### src/rtl/multdiv_pkg.sv
// Shared types for the iterative multiply/divide blocks:
// FSM state encoding and the default operand width.
package multdiv_pkg;

  localparam int DEFAULT_WIDTH = 4;

  typedef enum logic [1:0] {
    IDLE,
    RUN,
    DONE
  } state_e;

endpackage

### src/rtl/div_step.sv
// One restoring-division iteration: shift {rem,quo} left,
// trial-subtract the divisor, keep or restore the remainder.
module div_step #(
  parameter int WIDTH = 4
) (
  input  logic [WIDTH-1:0] rem_i,
  input  logic [WIDTH-1:0] quo_i,
  input  logic [WIDTH-1:0] divisor_i,
  output logic [WIDTH-1:0] rem_o,
  output logic [WIDTH-1:0] quo_o
);

  logic [WIDTH:0] shifted;
  logic [WIDTH:0] trial;
  logic           neg;

  assign shifted = {rem_i, quo_i[WIDTH-1]};
  assign trial   = shifted - {1'b0, divisor_i};
  // rem < divisor holds on entry, so the extra bit is a true sign
  assign neg     = trial[WIDTH];

  always_comb begin
    rem_o = shifted[WIDTH-1:0];
    if (!neg) begin
      rem_o = trial[WIDTH-1:0];
    end
    quo_o = {quo_i[WIDTH-2:0], ~neg};
  end

endmodule

### src/rtl/iter_divider.sv
// Iterative unsigned restoring divider, one quotient bit per clock.
// DIVIDER_DIVZERO_DETECT_EN: finish zero-divisor requests in one cycle.
module iter_divider
  import multdiv_pkg::*;
#(
  parameter int WIDTH = DEFAULT_WIDTH
) (
  input  logic             clock,
  input  logic             reset,
  input  logic             start,
  input  logic [WIDTH-1:0] dividend,
  input  logic [WIDTH-1:0] divisor,
  output logic [WIDTH-1:0] quotient,
  output logic [WIDTH-1:0] remainder,
  output logic             busy,
  output logic             done,
  output logic             div_by_zero
);

  localparam int CW = $clog2(WIDTH + 1);

`ifdef DIVIDER_DIVZERO_DETECT_EN
  localparam bit ZERO_EN = 1'b1;
`else
  localparam bit ZERO_EN = 1'b0;
`endif

  state_e           state_q;
  logic [WIDTH-1:0] rem_q;
  logic [WIDTH-1:0] sr_q;
  logic [WIDTH-1:0] dvs_q;
  logic [CW-1:0]    cnt_q;
  logic [WIDTH-1:0] quotient_q;
  logic [WIDTH-1:0] remainder_q;
  logic             busy_q;
  logic             done_q;
  logic             dbz_q;
  logic [WIDTH-1:0] rem_d;
  logic [WIDTH-1:0] sr_d;
  logic             zero_det;

  assign zero_det = ZERO_EN && (divisor == '0);

  div_step #(
    .WIDTH(WIDTH)
  ) u_step (
    .rem_i    (rem_q),
    .quo_i    (sr_q),
    .divisor_i(dvs_q),
    .rem_o    (rem_d),
    .quo_o    (sr_d)
  );

  always_ff @(posedge clock or posedge reset) begin
    if (reset) begin
      state_q     <= IDLE;
      rem_q       <= '0;
      sr_q        <= '0;
      dvs_q       <= '0;
      cnt_q       <= '0;
      quotient_q  <= '0;
      remainder_q <= '0;
      busy_q      <= 1'b0;
      done_q      <= 1'b0;
      dbz_q       <= 1'b0;
    end else begin
      unique case (state_q)
        IDLE, DONE: begin
          state_q <= IDLE;
          done_q  <= 1'b0;
          dbz_q   <= 1'b0;
          if (start) begin
            if (zero_det) begin
              state_q     <= DONE;
              done_q      <= 1'b1;
              dbz_q       <= 1'b1;
              quotient_q  <= '1;
              remainder_q <= dividend;
            end else begin
              state_q <= RUN;
              busy_q  <= 1'b1;
              rem_q   <= '0;
              sr_q    <= dividend;
              dvs_q   <= divisor;
              cnt_q   <= CW'(WIDTH);
            end
          end
        end
        RUN: begin
          rem_q <= rem_d;
          sr_q  <= sr_d;
          cnt_q <= cnt_q - CW'(1);
          // last step: publish results and pulse done
          if (cnt_q == CW'(1)) begin
            state_q     <= DONE;
            busy_q      <= 1'b0;
            done_q      <= 1'b1;
            quotient_q  <= sr_d;
            remainder_q <= rem_d;
          end
        end
        default: begin
          state_q <= IDLE;
          busy_q  <= 1'b0;
          done_q  <= 1'b0;
          dbz_q   <= 1'b0;
        end
      endcase
    end
  end

  assign quotient    = quotient_q;
  assign remainder   = remainder_q;
  assign busy        = busy_q;
  assign done        = done_q;
  assign div_by_zero = dbz_q & ZERO_EN;

endmodule

### config.mk
export PLATFORM = sky130hd
export DESIGN_NAME = iter_divider
export DESIGN_NICKNAME = d
export VERILOG_FILES = /design/src/rtl/multdiv_pkg.sv /design/src/rtl/div_step.sv /design/src/rtl/iter_divider.sv
export SDC_FILE = /design/constraint.sdc
export NUM_CORES = 1
export LEC_CHECK = 0
export BUFFER_PORTS_ARGS = -buffer_cell sky130_fd_sc_hd__buf_4
export CORE_ASPECT_RATIO = 1.75
export CORE_MARGIN = 5
export CORE_UTILIZATION = 45
export DETAILED_ROUTE_END_ITERATION = 10
export GPL_TIMING_DRIVEN = 1
export PLACE_DENSITY_LB_ADDON = 0.08
export REMOVE_ABC_BUFFERS = 1
export SETUP_SLACK_MARGIN = 0.02
export SYNTH_ARGS = -nofsm -noshare
export SYNTH_HDL_FRONTEND = slang
export SYNTH_SLANG_ARGS = --single-unit
export TNS_END_PERCENT = 100
### constraint.sdc
create_clock -name clock -period 3.79 [get_ports clock]
set_input_delay 0.1895 -clock clock [delete_from_list [all_inputs] [get_ports clock]]
set_output_delay 0.1895 -clock clock [all_outputs]
set_load 0.05 [all_outputs]
==> impl_summary.md, run 1 <==
Status
The run finished with clean final reports.

Floorplanning
From left edge to right edge, the die measures 50.0 microns. The starting density of the core is a little under half. The region available for standard cell placement spans between 0.002 and 0.003 sq mm. In this run the vertical extent of the chip is 80.0 microns. For this design the top-level I/O count stands at 22.

The floorplan step defined a die boundary enclosing 0.00400 sq mm. After floorplanning, the core was divided into 25 placement rows.

Timing
Setup violations remaining at the end of the flow were counted as 0. Setup repair after global routing left no endpoint under its margin. The worst-margin pin slew is about 0.97 ns.

The fmax is 459 MHz. The final hold violation count is 0. The relative slew slack is 35.1%. Setup total negative slack on the finished layout was measured at 0 ns.

The post-route minimum period is 2.18 ns. After layout, the worst path uses 57.5% of the clock period. The number of pins exceeding their max-slew limit in the final report is 0.

Between clock sinks in the finished design, the worst skew comes to about 0.0018 ns.

Critical path
The top cell family by delay on the critical path is adder cells. The biggest fanout along the worst timing path is 3. At the worst endpoint, the required time is 3.98 ns. The worst setup path is captured at a register. Data on the critical path arrives at its endpoint at 2.37 ns. The standard cell with the maximum stage delay on the critical path is fa_1. The depth of the worst register-to-register path is 8.

Counting both buffers and inverters, the worst setup path holds a total of 1. The startpoint type of the worst setup path is a register. The largest stage delay on the critical path is approximately 0.4 ns. Walking the worst path, the cells encountered are inv_1 > ha_1 > fa_1 > nand2b_2 > a21oi_4 > xor2_2 > mux2_1 > o21ai_1.

The kind of critical path is register to register. In this run the number of cells on the critical path is 8.

Synth
In the synthesized netlist, the cells that appear most often are nand2_1 (33), dfrtp_1 (26), o21ai_0 (11). In the post-synthesis netlist, the biggest area contributors are dfrtp_1 (52%), nand2_1 (9.8%), ha_1 (6.0%). The share of synthesized flip-flops with an asynchronous set or reset is 100%. For this run, the number of Yosys warnings is 0. The gate count of the mapped netlist is between 100 and 150. Among all flip-flop cells after synthesis, the most frequent one is dfrtp_1. The dominant cell by count in the synthesized netlist is nand2_1.

Averaged over all synthesized cells, the footprint is just under 10 sq um. The sequential share of the synthesized area is around 52%. The register bit total from synthesis is 26. The proportion of netlist area held by the largest area contributor is approximately half. The biggest area contributor in the post-synthesis netlist is dfrtp_1. The netlist area before placement is 0.00126 sq mm. The number of distinct library cell variants in the gate-level netlist after synthesis is 28. The number of enable flip-flop cells after synthesis is 0.

Global route
The first global-routing pass estimated between 4000 and 5000 microns of wire. Global routing finished with a remaining overflow of 0. The number of antenna violations at the first check in global routing is 0. The global-route total usage across every layer is 14.7%. The number of global-route vias before repair is 1014. The largest net degree at the start of global routing is 27.

CTS
The clock latency of the later-clocked register in the worst-skew pair is roughly 0.26 ns. The clock slew at the register clock pins of the worst setup and hold paths is 0.08 ns. The CTS tree is done.

The clock sink total is 26. The count of cells resized by post-cts repair is 0. The maximum buffer depth of the clock tree is 2. In this run the post-CTS setup repair buffer count came out at 0. The total CTS buffers is 3. The tree is rooted in a clkbuf_8.

For this design, the CTS-stage hold fixing added 0 buffers. CTS built an H-tree with a depth of 1.

Detailed routing
The number of iterations in the first detailed-routing pass is 4. The total vias in the final route is approximately 900. The routed design has roughly 2600 microns of wire. The routed wire length per instance is between 10 and 15 microns.

The mean number of vias per cell is ~5.2. The count of nets left with antenna violations once routing finished came out at 0. The DRC violation total after the first TritonRoute iteration is 19. After detailed routing, the number of remaining DRC violations is 0.

Final layout
The number of fill cells in the layout is 270. The post-route non-filler standard cell count is 176. The final cell area excluding filler cells is 0.00147 sq mm. The fraction of layout cells with a size suffix above 1 is 19.5%. The net count of the finished layout is 169. The repair_antennas step left the layout with diodes totalling 0. The post-synthesis to final-layout area growth is 16.4%.

Placed design
Input and output buffers added on the ports amount to 20. The HPWL after detailed placement is about 2000 microns. The cell area after placement is 0.00142 sq mm.

After detailed placement, the design holds a cell count of ~170. The routability congestion estimate is 0.811.

Min path
The worst hold path cell count is 3. The worst min-delay path category is input port to register.

Run
The tool flagged a number of max-cap violations equal to 0.
[cells in the final DEF, fill, tap and decap left out, drive strengths merged, types with 3 or more instances in the layout]
| cell type | synthesis | layout |
|---|---|---|
| a21oi | 4 | 4 |
| o21ai | 19 | 19 |
| buf | 1 | 20 |
| clkbuf | 3 | 3 |
| nor2 | 6 | 6 |
| ha | 6 | 6 |
| dfrtp | 26 | 26 |
| inv | 9 | 9 |
| nor2b | 3 | 3 |
| nand2 | 33 | 33 |
| nand2b | 4 | 4 |
[final cells by class]
cell class / count / area [sq um] / share of cell area, %
well taps: 27 / 33.8 / 2.31
repair buffers: 20 / 150 / 10.2
clock buffers: 3 / 41.3 / 2.82
inverters: 9 / 33.8 / 2.31
flip-flops and latches: 26 / 651 / 44.4
multi-input cells: 91 / 556 / 37.9
[tightest hold or removal path, stage by stage]
cell,delay (ns)
buf_4,0.08
nand2_1,0.04
nand2_1,0.05
[per-layer routing]
metal	up-vias	wire length (microns)	share of wire, %	GRT usage [%]
li1	458	-	-	-
met1	445	1000	39	15.9
met2	13	1440	56	26.2
met3	6	48	1.9	2.06
met4	0	61	2.4	8.40
met5	-	0	0	0
[logic make-up (layout without fill, tap and decap cells)]
family                     after synthesis  in the layout  share of synthesized area (%)
and+or+nand+nor                         48             48                           16.4
AOI/OAI and AO/OA                       27             27                           12.8
DFF                                     26             26                           51.7
buffers and inverters                   13             32                           4.17
adders and majority gates                7              7                           7.55
xor gates and xnor gates                 4              4                           3.38
muxes                                    4              4                           3.68
other                                    1              1                          0.298
[state kept, by name (all words and copies together) (netlist names)]
register	flops
remainder	4
state_q	2
sr_q	4
quotient	4
cnt_q	3
dvs_q	4
busy	1
rem_q	4
[final timing paths]
kind	slack (ns)	endpoint	startpoint
max	1.61	rem_q[1]	sr_q[3]
min	0.12	dvs_q[0]	divisor[0]
max reg2reg	1.61	rem_q[1]	sr_q[3]
min reg2reg	0.48	quotient[2]	quotient[2]
max in group asynchronous	3.05	rem_q[0]	reset
min in group asynchronous	0.15	cnt_q[0]	reset
[through the flow]
step	setup WS [ns]	hold slack, ns	util [%]
3_5_place_dp	1.62	0.385	52.9
5_1_grt	1.46	0.0985	54.5
4_1_cts	1.60	0.101	54.5
2_1_floorplan	1.74	0.230	-
3_3_place_gp	1.69	0.388	52.9
6_report	1.61	0.115	54.5
Power of run 1 is left out: the tool's default activity adds up to more than one toggle a clock period on the data nets, which glitch-free logic cannot reach.
==> inputs of run 2 (changes only) <==
==> constraint.sdc (replaced) <==
create_clock -name clock -period 1.9 [get_ports clock]
set_input_delay 0.095 -clock clock [delete_from_list [all_inputs] [get_ports clock]]
set_output_delay 0.095 -clock clock [all_outputs]
set_load 0.05 [all_outputs]
==> impl_summary.md, run 2 (same netlist as run 1, synthesis figures left out) <==
Timing
The period utilization is 106% (+48 points). The number of pins exceeding their max-slew limit in the final report is 0 (unchanged). The worst-margin pin slew is 0.539 ns (-0.433 ns). The post-route minimum period is 2.01 ns (-0.166 ns). The worst hold slack came to 0.0145 ns (-0.101 ns). The final sum of negative setup slack is -0.589 ns (-0.589 ns).

The final count of negative-setup-slack endpoints is 8 (+8). Setup repair after global routing could not meet its margin everywhere. The fmax is 497 MHz (+8.2%). The relative slew slack is 64.0% (+29 points). The final setup slack of the worst path is -0.112 ns (-1.72 ns). The clock tree skew after final layout is 0.0113 ns (+0.00950 ns). The final hold violation count is 0 (unchanged).

Min path
The worst hold path startpoint is divisor[0]. The end point of the worst hold path is dvs_q[0]. The worst hold path cell count is 3 (unchanged). The worst min-delay path category is input port to register.

Final layout
The post-synthesis to final-layout area growth is 29.3%. The most common cell after layout, fill and taps aside is nand2_1. The count of nets after finishing is 182 (+7.7%). The fraction of layout cells with a size suffix above 1 is 29.4% (+10 points). The count of inserted antenna diode cells came to 0 (unchanged).

Leaving out fill and tap cells, the most frequent cells in the layout are nand2_1 (33), buf_4 (32), dfrtp_1 (26), o21ai_0 (11), inv_1 (8). The number of fill cells in the layout is 242 (-10%).

Global route
The number of global-route vias before repair is 1081 (+6.6%). The number of antenna violations at the first check in global routing is 0 (unchanged). The global-route total usage across every layer is 14.7% (+0.026 points). The overall overflow remaining after global route is 0 (unchanged). The wire length of the first global-routing pass was 4640 microns (+4.3%). The largest net degree at the start of global routing was 27 (unchanged).

Detailed routing
The number of remaining DRC errors is 0 (unchanged). The total vias in the final route was 950 (+3.0%). The DRC violation total after the first TritonRoute iteration came to 17 (-2). The mean number of vias per cell was 5.00 (-4.6%). The routed wire length is 2620 microns (+2.8%). The routed wire length per instance came to 13.8 microns (-4.8%). The number of iterations in the first detailed-routing pass was 4 (unchanged). The count of nets left with antenna violations after detail routing is 0 (unchanged).

Status
The final reports fail on setup timing. The flow ran to the end, but the final reports show violations.

CTS
TritonCTS built the clock tree. The clock sink total is 26 (unchanged). The total CTS buffers is 3 (unchanged). The clock root buffer is clkbuf_8. The maximum buffer depth of the clock tree is 2 (unchanged).

The number of H-tree branching levels is 1 (unchanged). The clock latency of the later-clocked register in the worst-skew pair came to 0.27 ns (about the same). The clock slew at the register clock pins of the worst setup and hold paths was 0.10 ns (+0.02 ns).

Floorplanning
The area of the core region is 0.00269 sq mm (unchanged). The area of the die is 0.00400 sq mm (unchanged). The row count is 25 (unchanged).

The vertical extent of the die was 80.0 microns (unchanged). The x dimension of the die is 50.0 microns (unchanged). The I/O pin total is 22 (unchanged).

The starting density of the core is 46.8% (unchanged).

Run
The count of max-cap constraint violations came to 0 (unchanged).

Placed design
The number of port buffers is 20 (unchanged). The worst setup timing slack at the placement stage is -0.244 ns (-1.86 ns). The routability congestion estimate is 0.788 (-2.9%).

The half-perimeter wire length after placement is 1990 microns (-0.28%).

Critical path
The capture point of the worst reg-to-reg path is rem_q[0]. The signal arrival time at the worst endpoint was 2.21 ns (-0.16 ns). The required time of the critical path was 2.09 ns (-1.89 ns). The startpoint type of the worst setup path is a register. The depth of the worst register-to-register path is 7 (-1).

The setup slack of the worst register-to-register path came to -0.11 ns (-1.72 ns). The biggest fanout along the worst timing path was 2 (-1). The worst setup path is captured at a register. In this run the critical register-to-register path is launched from dvs_q[0]. The kind of critical path is register to register.
==> run 2: changes by cell type in the layout (fill, tap and decap cells not counted), sizes merged <==
cell	before	now
buf	20	32
dlygate4sd3	0	1
bufinv	0	1
==> run 2: layer usage <==
layer / GRT usage (%) / part of all wire (%)
met1: 17.1 / 41
met2: 25.9 / 54
met3: 2.06 / 2.9
met4: 6.30 / 2.2
met5: 0 / 0
==> run 2: layout make-up <==
type	instances	area, sq um	share of cell area [%]
Clock buffer	3	41.3	2.54
Inverter	9	33.8	2.08
Tap cell	27	33.8	2.08
Timing Repair Buffer	33	250	15.4
Clock inverter	1	30.0	1.84
Sequential cell	26	651	40.0
Multi-Input combinational cell	91	588	36.1
==> run 2: per-stage QoR <==
| stage | util [%] | std cells | cell area (sq um) |
|---|---|---|---|
| 4_1_cts | 59.5 | 189 | 1600 |
| 3_5_place_dp | 55.7 | 183 | 1500 |
| 6_report | 60.5 | 190 | 1630 |
| 3_3_place_gp | 55.7 | 183 | 1500 |
| 2_1_floorplan | - | 126 | 1240 |
| 5_1_grt | 60.5 | 190 | 1630 |
==> run 2: critical path: stages, from the launching register on <==
cell,delay (ns)
dfrtp_1,0.41
ha_2,0.18
fa_2,0.34
nand2b_4,0.15
a21oi_4,0.19
xnor2_1,0.21
mux2_4,0.35
o21ai_2,0.10
==> run 2: timing repair <==
action                     in CTS  in global routing
setup buffers                   1                  1
setup endpoints to repair      10                  9
resized for setup               5                  3
hold endpoints to repair       26                  0
pin swaps                       2                  2
hold buffers                    1                  0
gates cloned                    0                  0
==> run 2: worst max-delay path by stage <==
| stage | startpoint | endpoint | depth (start not counted) |
|---|---|---|---|
| finish | dvs_q[0] | rem_q[0] | 7 |
| global route | dvs_q[0] | rem_q[3] | 7 |
| CTS | dvs_q[0] | rem_q[1] | 7 |
| detailed placement | dvs_q[0] | rem_q[1] | 7 |
| global placement | dvs_q[0] | rem_q[1] | 7 |
| floorplan | sr_q[3] | remainder[1] | 8 |
Power of run 2 is left out for the same reason.
